$ cat src/rtl/alu36_wb_stage.sv
// Writeback stage behind the 36-bit ALU: small FWFT result FIFO with valid/ready on both sides,
// plus the architectural Z/N/V condition flags and a sticky overflow flag.
module alu36_wb_stage #(
  parameter int WIDTH = 36,
  parameter int TAGW  = 4,
  parameter int DEPTH = 2
) (
  input  logic                       clk,
  input  logic                       rst,
  input  logic                       in_valid,
  output logic                       in_ready,
  input  logic [WIDTH-1:0]           in_sum,
  input  logic                       in_sign,
  input  logic                       in_ovf,
  input  logic                       in_zero,
  input  logic [TAGW-1:0]            in_tag,
  output logic                       out_valid,
  input  logic                       out_ready,
  output logic [WIDTH-1:0]           out_data,
  output logic [TAGW-1:0]            out_tag,
  output logic                       out_ovf,
  output logic                       flag_z,
  output logic                       flag_n,
  output logic                       flag_v,
  output logic                       flag_sv,
  input  logic                       clr_sv,
  output logic [$clog2(DEPTH):0]     count
);

  localparam int PTRW = $clog2(DEPTH);
  localparam int CNTW = PTRW + 1;
  localparam logic [CNTW-1:0] FULL_CNT = CNTW'(DEPTH);

  logic [PTRW-1:0]  wr_ptr_q, wr_ptr_d;
  logic [PTRW-1:0]  rd_ptr_q, rd_ptr_d;
  logic [CNTW-1:0]  count_q, count_d;
  logic             in_ready_q, in_ready_d;
  logic             out_valid_q, out_valid_d;
  logic             flag_z_q, flag_n_q, flag_v_q;
  logic             flag_sv_q, flag_sv_d;
  logic             push, pop;

  logic [WIDTH-1:0] data_mem [DEPTH];
  logic [TAGW-1:0]  tag_mem  [DEPTH];
  logic             ovf_mem  [DEPTH];

  assign push = in_valid & in_ready_q;
  assign pop  = out_valid_q & out_ready;

  always_comb begin
    wr_ptr_d = wr_ptr_q;
    rd_ptr_d = rd_ptr_q;
    count_d  = count_q;
    if (push) begin
      wr_ptr_d = wr_ptr_q + 1'b1;
    end
    if (pop) begin
      rd_ptr_d = rd_ptr_q + 1'b1;
    end
    case ({push, pop})
      2'b10:   count_d = count_q + 1'b1;
      2'b01:   count_d = count_q - 1'b1;
      default: count_d = count_q;
    endcase
    // Both handshake outputs are registered so neither depends combinationally on the other side.
    in_ready_d  = (count_d != FULL_CNT);
    out_valid_d = (count_d != '0);
    flag_sv_d   = (push & in_ovf) | (flag_sv_q & ~clr_sv);
  end

  always_ff @(posedge clk or posedge rst) begin
    if (rst) begin
      wr_ptr_q    <= '0;
      rd_ptr_q    <= '0;
      count_q     <= '0;
      in_ready_q  <= 1'b1;
      out_valid_q <= 1'b0;
      flag_z_q    <= 1'b0;
      flag_n_q    <= 1'b0;
      flag_v_q    <= 1'b0;
      flag_sv_q   <= 1'b0;
    end else begin
      wr_ptr_q    <= wr_ptr_d;
      rd_ptr_q    <= rd_ptr_d;
      count_q     <= count_d;
      in_ready_q  <= in_ready_d;
      out_valid_q <= out_valid_d;
      flag_sv_q   <= flag_sv_d;
      if (push) begin
        flag_z_q <= in_zero;
        flag_n_q <= in_sign;
        flag_v_q <= in_ovf;
      end
    end
  end

  // Storage carries no reset; stale contents are hidden by gating the head with out_valid.
  for (genvar gi = 0; gi < DEPTH; gi++) begin : g_entry
    always_ff @(posedge clk) begin
      if (push && (wr_ptr_q == PTRW'(gi))) begin
        data_mem[gi] <= in_sum;
        tag_mem[gi]  <= in_tag;
        ovf_mem[gi]  <= in_ovf;
      end
    end
  end

  assign in_ready  = in_ready_q;
  assign out_valid = out_valid_q;
  assign out_data  = out_valid_q ? data_mem[rd_ptr_q] : '0;
  assign out_tag   = out_valid_q ? tag_mem[rd_ptr_q]  : '0;
  assign out_ovf   = out_valid_q ? ovf_mem[rd_ptr_q]  : 1'b0;
  assign flag_z    = flag_z_q;
  assign flag_n    = flag_n_q;
  assign flag_v    = flag_v_q;
  assign flag_sv   = flag_sv_q;
  assign count     = count_q;

endmodule
$ cat config.mk
export PLATFORM = sky130hd
export DESIGN_NAME = alu36_wb_stage
export DESIGN_NICKNAME = d
export VERILOG_FILES = /design/src/rtl/alu36_wb_stage.sv
export SDC_FILE = /design/constraint.sdc
export NUM_CORES = 1
export LEC_CHECK = 0
export ABC_AREA = 1
export ABC_CLOCK_PERIOD_IN_PS = 3700
export CAP_MARGIN = 20
export CORE_ASPECT_RATIO = 1.2
export CORE_MARGIN = 5
export CORE_UTILIZATION = 47
export CTS_CLUSTER_SIZE = 12
export DETAILED_ROUTE_END_ITERATION = 16
export PLACE_DENSITY = 0.86
export REMOVE_ABC_BUFFERS = 1
export SYNTH_ARGS = -nofsm -noshare
export SYNTH_HDL_FRONTEND = slang
export SYNTH_SLANG_ARGS = --single-unit
$ cat constraint.sdc
create_clock -name clk -period 3.7 [get_ports clk]
set_input_delay 0.37 -clock clk [delete_from_list [all_inputs] [get_ports clk]]
set_output_delay 0.37 -clock clk [all_outputs]
set_load 0.005 [all_outputs]
Word-level counts from Yosys, hierarchy flattened
Memory sizes are Yosys's and may differ from the RTL's.
Index checks and enable logic that the tools add are counted.
- register bits: 10
- bits in writable memories: 82
- input bits: 48
- output and inout bits: 49
- word-level logic and storage cells: 49
- memories kept: 3
- memory list (memory ; depth ; width ; rd ports ; clocked after memory_dff ; wr ports ; RTL line ; text):
    data_mem ; 2 ; 36 ; 1 ; 0 ; 1 ; 43 ; logic [WIDTH-1:0] data_mem [DEPTH];
    tag_mem ; 2 ; 4 ; 1 ; 0 ; 1 ; 44 ; logic [TAGW-1:0] tag_mem [DEPTH];
    ovf_mem ; 2 ; 1 ; 1 ; 0 ; 1 ; 45 ; logic ovf_mem [DEPTH];
- add/sub/neg operators: 4
- equality and inequality tests: 3
- muxes and demuxes: 17
- bitwise logic cells: 7
- reductions and logical operators: 6
- operators with widths (cell ; count):
    $mux 36 ; 2
    $reduce_or 36->1 ; 1
    $mux 1 ; 12
    $mux 4 ; 2
    $and 1x1->1 ; 4
    $pmux 2 s2 ; 1
    $reduce_or 4->1 ; 1
    $add 1x1->1 const B ; 2
    $add 2x1->2 const B ; 1
    $eq 2x1->1 const B ; 1
    $eq 2x2->1 const B ; 1
    $logic_and 1x1->1 ; 2
    $ne 2x2->1 const B ; 1
    $not 1->1 ; 2
    $reduce_bool 2->1 ; 1
    $sub 2x1->2 const B ; 1
    $or 1x1->1 ; 1
    $reduce_or 1->1 ; 1

Logic depth before layout (Yosys ltp)
Gate-level depths: netlist of the first run.
- word-level depth: 6
- gate-level depth with buffers: 9
- mapped depth without buffers: 9

Worst setup path after synthesis of the first run
OpenSTA, ideal clock, no wires.
- path type: register to register
- from: reg in_ready_q (netlist: in_ready)
- to: mem data_mem[0][0], enable pin
- library setup time: 0.439 ns
- data arrival time: 2.372 ns
- data required time: 3.261 ns
- setup slack: 0.889 ns
- stages on the path, launching flop included: 3
- path buffers: 0
- period minus slack after synthesis: 2.811 ns
- path through: dfstp_2 -> nand2_2 -> nor2_1
- cells in the longest elaborated chain, start to end: 6
- elaborated cells on any way between the ends: 10
- those cells by class: 6 x mux; 1 x bitwise; 3 x reduce/logical
- RTL lines (what ; RTL line ; text):
    start: declaration ; 37 ; logic in_ready_q, in_ready_d;
    start signal: assignment ; 86 ; in_ready_q <= in_ready_d;
    $and 1x1->1 (*) ; 47 ; assign push = in_valid & in_ready_q;
    $logic_and 1x1->1 ; 100 ; if (push && (wr_ptr_q == PTRW'(gi))) begin
    $mux 1 ; 100 ;
    $mux 1 (implied by the code) ; 101 ; data_mem[gi] <= in_sum;
    $reduce_or 36->1 (no line) ; -- ;
    $mux 1 (no line) ; -- ;
    end: declaration ; 43 ;
Mark *: on every way between the ends. The rest lies on a longest branch, timed or not.

Worst setup path in the final report of the first run
- from: reg rd_ptr_q
- to: out out_data[11]
- cells in the longest elaborated chain, start to end: 2
- RTL lines (what ; RTL line ; text):
    start: declaration ; 35 ; logic [PTRW-1:0] rd_ptr_q, rd_ptr_d;
    start signal: assignment ; 84 ; rd_ptr_q <= rd_ptr_d;
    $mem_v2 2x36 ; -- ;
    $mux 36 ; 110 ; assign out_data = out_valid_q ? data_mem[rd_ptr_q] : '0;
    end: declaration ; 19 ; output logic [WIDTH-1:0] out_data,
No other way between the ends.

==> results of run 1 <==
[worst paths after layout]
check / startpoint / endpoint / slack [ps] / cells past startpoint
worst max-delay path: rd_ptr_q / out_data[11] / 1250 / 4
worst min-delay path: rst / flag_sv / 290 / 2
worst max register to register: in_ready / data_mem[0][6] / 1850 / 3
worst min register to register: flag_z / flag_z / 480 / 2
max in group asynchronous: rst / in_ready / 3090 / 2
min in group clk: flag_z / flag_z / 480 / 2
[kinds of logic after synthesis]
logic type | count (synthesis)
buffers and inverters | 23
flip-flops | 92
adder cells (fa/ha/maj) | 1
AND/OR/NAND/NOR | 103
XOR/XNOR | 3
AO/OA/AOI/OAI | 42
[report_power, final]
group / total, mW / internal [mW] / switching [mW]
clock network: 0.901 / 0.586 / 0.315
registers: 1.48 / 1.40 / 0.0827
logic: 1.45 / 0.748 / 0.700
[placed cells by master, fill, tap and decap left out, drive strengths merged]
cell type and instances:
clkdlybuf4s50 96, nor2 84, edfxtp 82, o21ai 42, nand2 16, inv 11
clkbuf 11, dfrtp 9, bufinv 5, buf 4, xor2 3, nand3 2
nand4 1, ha 1, dfstp 1
[critical path, delay by kind of cell (launching register included)]
family	cells	cell delay (ps)
AND/OR/NAND/NOR	2	260
flip-flops	1	390
buffers and inverters	2	1080
[sequential cells by signal, indices dropped and copies added, names as in the netlist]
| signal | flops |
|---|---|
| flag_z | 1 |
| ovf_mem | 2 |
| tag_mem | 8 |
| flag_sv | 1 |
| in_ready | 1 |
| data_mem | 72 |
| out_valid | 1 |
| flag_n | 1 |
| flag_v | 1 |
| wr_ptr_q | 1 |
| rd_ptr_q | 1 |
| count | 2 |
[per-layer routing]
| layer | wire, microns | track usage [%] | up-vias |
|---|---|---|---|
| met5 | 0 | 0 | - |
| met4 | 119 | 6.803 | 0 |
| met3 | 519 | 4.252 | 10 |
| met2 | 3767 | 26.38 | 80 |
| met1 | 2699 | 18.34 | 1094 |
| li1 | - | - | 1105 |
[final cells by class]
cell class                      count  area (sq um)
Sequential cell                    92          2714
Fill cell                         524          2454
Timing Repair Buffer              100          1011
Multi-Input combinational cell    149         660.6
Clock inverter                      5         150.1
Clock buffer                       11         131.4
Tap cell                           90         112.6
Inverter                           11         41.29
==> results.py, run 1 <==
metrics = {
    "critical_path": {
        "cp-end-kind": "primary output",
        "cp_slowest_cell": "inv_2",
        "crit_chain": "inv_2, nor2_1, nor2_1, clkdlybuf4s50_1",
        "cpMostUsedCell": "nor2_1",
        "cpPeakStageDelay_ps": 550,
        "crit_fanout": 42,
        "setup.worst_path.start_class": "flop",
        "worstPathRequired_ps": 3330,
        "worstPathArrival_ps": 2080,
        "path_class": "flop to primary output",
    },
    "power": {
        "power_density_nw_per_um2": 794.7,
        "ir_worst_vdd_v": 0.0006284,
        "p_total_mw": 3.831,
        "p_leak_nw": 1.773,
    },
    "floorplanning": {
        "die_area_sq_um": 9288,
        "start_util_pct": 48.16,
        "chipHeight_microns": 104.6,
        "io_pins": 97,
        "coreArea_sq_um": 7274,
        "rows": 34,
        "fp.dieW_microns": 88.82,
    },
    "logic_synthesis": {
        "synthCells": 264,
        "synthTopCellsByArea": "edfxtp_1, nor2_1, dfrtp_1",
        "synth-simple-area-share_pct": 11.32,
        "synthTopCellsByCount": "nor2_1, edfxtp_1, o21ai_0, nand2_1, inv_1",
        "synth_most_common_cell": "nor2_1",
        "synthAdderAreaFrac_pct": 0.3571,
        "synth_top_family_by_area": "simple AND/OR/NAND/NOR gates",
        "ys_ff_latch": 92,
        "synthXorXnorAreaFrac_pct": 0.7500,
        "synth.largest_area_cell": "edfxtp_1",
        "synth_flop_cell": "edfxtp_1",
        "synth_seq_area_share_pct": 77.46,
        "yosysUniqueCellTypes": 18,
        "synth_top_area_share_pct": 70.29,
        "synth_compound_area_share_pct": 6.000,
        "synth.area.mux_share_pct": 0,
        "async_flop_share_pct": 10.87,
        "yosysWarnings": 0,
        "syn_area_sq_um": 3503,
        "syn_area_per_cell_sq_um": 13.27,
        "synth-edff-count": 82,
    },
    "grt": {
        "grt_pass1_vias": 2346,
        "grt_max_degree": 44,
        "grt_pass1_wl_microns": 11050,
        "grt.total_usage_pct": 15.62,
        "antenna_found_initial": 0,
        "overflow": 0,
    },
    "placement": {
        "place_area_sq_um": 4512,
        "placed_cells": 441,
        "dp_hpwl_microns": 4700,
        "place_ws_ps": 1198,
        "finalWeightedCongestion": 0.7733,
        "portBuffers": 96,
    },
    "cts": {
        "clock-sinks": 92,
        "post_cts_resize_count": 0,
        "numCtsBuffers": 9,
        "hold_buffers": 0,
        "path_clk_slew_ps": 90,
        "cts_root_buf": "clkbuf_8",
        "h-tree-depth": 3,
        "cts_setup_buffers": 0,
        "clk-insertion-delay-late_ps": 340,
        "clk_path_buf_depth": 2,
        "cts_tree": "done",
    },
    "timing": {
        "skew_ps": 12.43,
        "fin_ws_ps": 1254,
        "drv_slew": 0,
        "fin_crit_ps": 2446,
        "period_share_pct": 66.11,
        "fin_setup_tns_ps": 0,
        "max_freq_ghz": 0.4088,
        "worst_pin_slew_ps": 745.8,
        "slew-limit-headroom_pct": 50.21,
        "final-setup-viol-count": 0,
        "rsz0062_at_grt": "false",
        "hold_ws_ps": 291.5,
        "hold_viol": 0,
    },
    "routing": {
        "postRouteAntennaNets": 0,
        "drc_errors": 0,
        "routed_wl_microns": 7104,
        "num_vias": 2289,
        "avgViaCountPerCell": 4.998,
        "first_pass_iters": 4,
        "drt_iter0_drc": 160,
        "routedWlPerCell_microns": 15.51,
    },
    "cells_and_area": {
        "stdcell_area_sq_um": 4821,
        "fin_util_pct": 66.27,
        "layout.nets": 412,
        "drive_above_1_share_pct": 6.522,
        "antenna_cells": 0,
        "final_cells": 458,
        "synthToLayoutAreaGrowth_pct": 37.61,
    },
    "hold_path": {
        "hold_class": "input port to async pin",
    },
    "flow_run": {
        "maxCapViolCount": 0,
    },
    "run_status": {
        "status": "completed",
    },
}
Note: power is estimated with default switching activity, not from simulation.
==> run 2, diff against run 1 <==
Settings changed: ABC_CLOCK_PERIOD_IN_PS 3700 to 2200, CORE_UTILIZATION 47 to 43, PLACE_DENSITY 0.86 to 0.84.
Clock period 3.7 ns to 2.2 ns, I/O delays scaled along.
==> run 2 against run 1 <==
  * Clock skew fell by 4.4 ps
  * Routed wire length is 2.7% lower
  * Core utilization down 7.3 points
  * Critical path depth up 1
  * Die area grew 8.3%
  * Count of clock-buffer cells in the layout grew 2
  * Flip-flop and latch count did not move
  * Global-route usage is 1.8 points lower
  * Cell count grew 1.7%
  * Highest routed layer unchanged
==> results.py, run 2 (synthesized netlist as in run 1, its figures left out) <==
metrics = {
    "cells_and_area": {
        "regMostFlops": "data_mem",
        "drive_above_1_share_pct": 6.739,
        "stdcell_area_sq_um": 4753,
        "layout.nets": 415,
        "final_cell_mix": "clkdlybuf4s50_1, edfxtp_1, nor2_1, o21ai_0, nand2_1",
        "largest_reg_flops": 72,
        "synthToLayoutAreaGrowth_pct": 35.68,
        "antenna_cells": 0,
        "final_common_cell": "clkdlybuf4s50_1",
        "top_regs": "data_mem: 72 flops, tag_mem: 8 flops",
    },
    "grt": {
        "antenna_found_initial": 0,
        "grt_pass1_wl_microns": 10490,
        "overflow": 0,
        "grt_max_degree": 42,
        "grt_pass1_vias": 2205,
        "grt.total_usage_pct": 13.85,
    },
    "power": {
        "ir_worst_vdd_v": 0.0006630,
        "power_density_nw_per_um2": 1250,
        "p_leak_nw": 1.737,
    },
    "critical_path": {
        "cpPeakStageDelay_ps": 520,
        "reg2reg_depth": 4,
        "path_depth": 5,
        "startpoint": "rd_ptr_q",
        "cpMostUsedCell": "nor2_1",
        "r2r_end": "out_valid",
        "path_class": "flop to primary output",
        "cp_slowest_cell": "clkdlybuf4s50_1",
        "critPathBufInv": 3,
        "rrSetupSlack_ps": 680,
        "setup.worst_path.start_class": "flop",
        "cp-end-kind": "primary output",
        "worstPathRequired_ps": 1980,
        "worstPathArrival_ps": 1850,
        "crit_end": "out_tag[2]",
        "crit_family": "buffers and inverters",
        "crit_fanout": 16,
        "r2r_start": "in_ready",
        "crit_chain": "inv_4, buf_12, nor2_1, nor2_1, clkdlybuf4s50_1",
    },
    "cts": {
        "cts_tree": "done",
        "clk-insertion-delay-late_ps": 350,
        "numCtsBuffers": 9,
        "cts_root_buf": "clkbuf_8",
        "h-tree-depth": 3,
        "hold_buffers": 0,
        "clock-sinks": 92,
        "cts_setup_buffers": 0,
        "clk_path_buf_depth": 2,
        "post_cts_resize_count": 0,
        "path_clk_slew_ps": 80,
    },
    "routing": {
        "routed_wl_microns": 6914,
        "routedWlPerCell_microns": 14.84,
        "postRouteAntennaNets": 0,
        "drc_errors": 0,
        "num_vias": 2276,
        "first_pass_iters": 4,
        "avgViaCountPerCell": 4.884,
        "drt_iter0_drc": 113,
    },
    "timing": {
        "hold_ws_ps": 134.8,
        "period_share_pct": 94.04,
        "skew_ps": 8.037,
        "rsz0062_at_grt": "false",
        "worst_pin_slew_ps": 379.6,
        "slew-limit-headroom_pct": 74.66,
        "final-setup-viol-count": 0,
        "drv_slew": 0,
        "hold_viol": 0,
        "max_freq_ghz": 0.4834,
        "fin_crit_ps": 2069,
    },
    "floorplanning": {
        "die_area_sq_um": 10060,
        "rows": 36,
        "io_pins": 97,
        "coreArea_sq_um": 8063,
        "start_util_pct": 43.45,
        "fp.dieW_microns": 92.40,
        "chipHeight_microns": 108.9,
    },
    "placement": {
        "place_area_sq_um": 4586,
        "finalWeightedCongestion": 0.7039,
        "dp_hpwl_microns": 4577,
        "portBuffers": 96,
    },
    "hold_path": {
        "hold_class": "input port to async pin",
    },
    "flow_run": {
        "maxCapViolCount": 0,
    },
    "run_status": {
        "status": "completed",
    },
}
## run 2: cell types whose count changed in the layout (fill, tap and decap cells not counted), sizes merged
cell,previous run,this run
clkinv,0,3
bufinv,5,0
clkbuf,11,13
buf,4,7
## run 2: stage by stage
stage	util, %	total power, mW	instances	worst slack, ps	setup TNS (ps)
final	58.95	5.940	466	131.2	0
after global routing	58.95	6.328	466	7.989	0
after CTS	58.78	6.006	466	3.457	0
after detailed placement	56.87	5.068	450	409.3	0
after global placement	56.87	5.001	450	435.9	0
after floorplan	-	3.484	252	-611.3	-50130
## run 2: worst register-to-register path: cells and delay by family (launching register included)
| kind | cells | cell delay (ps) |
|---|---|---|
| adder cells (fa/ha/maj) | 1 | 360 |
| flip-flops | 1 | 540 |
| AND/OR/NAND/NOR | 2 | 260 |
| XOR/XNOR | 1 | 230 |
## run 2: worst min path at each step
stage	start	to	slack, ps	depth (start not counted)
after CTS	rst	count[1]	130	2
after detailed placement	flag_v	flag_v	470	2
after floorplan	rst	count[0]	60	1
after global routing	rst	flag_v	150	2
final	rst	count[1]	130	2
after global placement	flag_v	flag_v	460	2
## run 2: layout make-up
type	instances	area, sq um
well taps	95	118.9
fillers	626	3309
inverters	11	43.79
multi-input cells	149	660.6
repair buffers	103	1062
clock buffers	13	138.9
flip-flops and latches	92	2714
clock inverters	3	15.01
## run 2: layer usage
| layer | global-route usage (%) | share of wire (%) | vias up |
|---|---|---|---|
| li1 | - | - | 1112 |
| met1 | 15.47 | 39 | 1081 |
| met2 | 23.48 | 52 | 72 |
| met3 | 3.658 | 7.2 | 11 |
| met4 | 8.917 | 2.2 | 0 |
| met5 | 0 | 0 | - |
## run 2: power by group
part / internal (mW) / leakage (nW) / total, mW / switching, mW
sequential: 2.35 / 0.880 / 2.47 / 0.121
combinational: 1.33 / 0.776 / 2.54 / 1.21
clock: 0.407 / 0.0812 / 0.928 / 0.521
total: 4.09 / 1.74 / 5.94 / 1.85
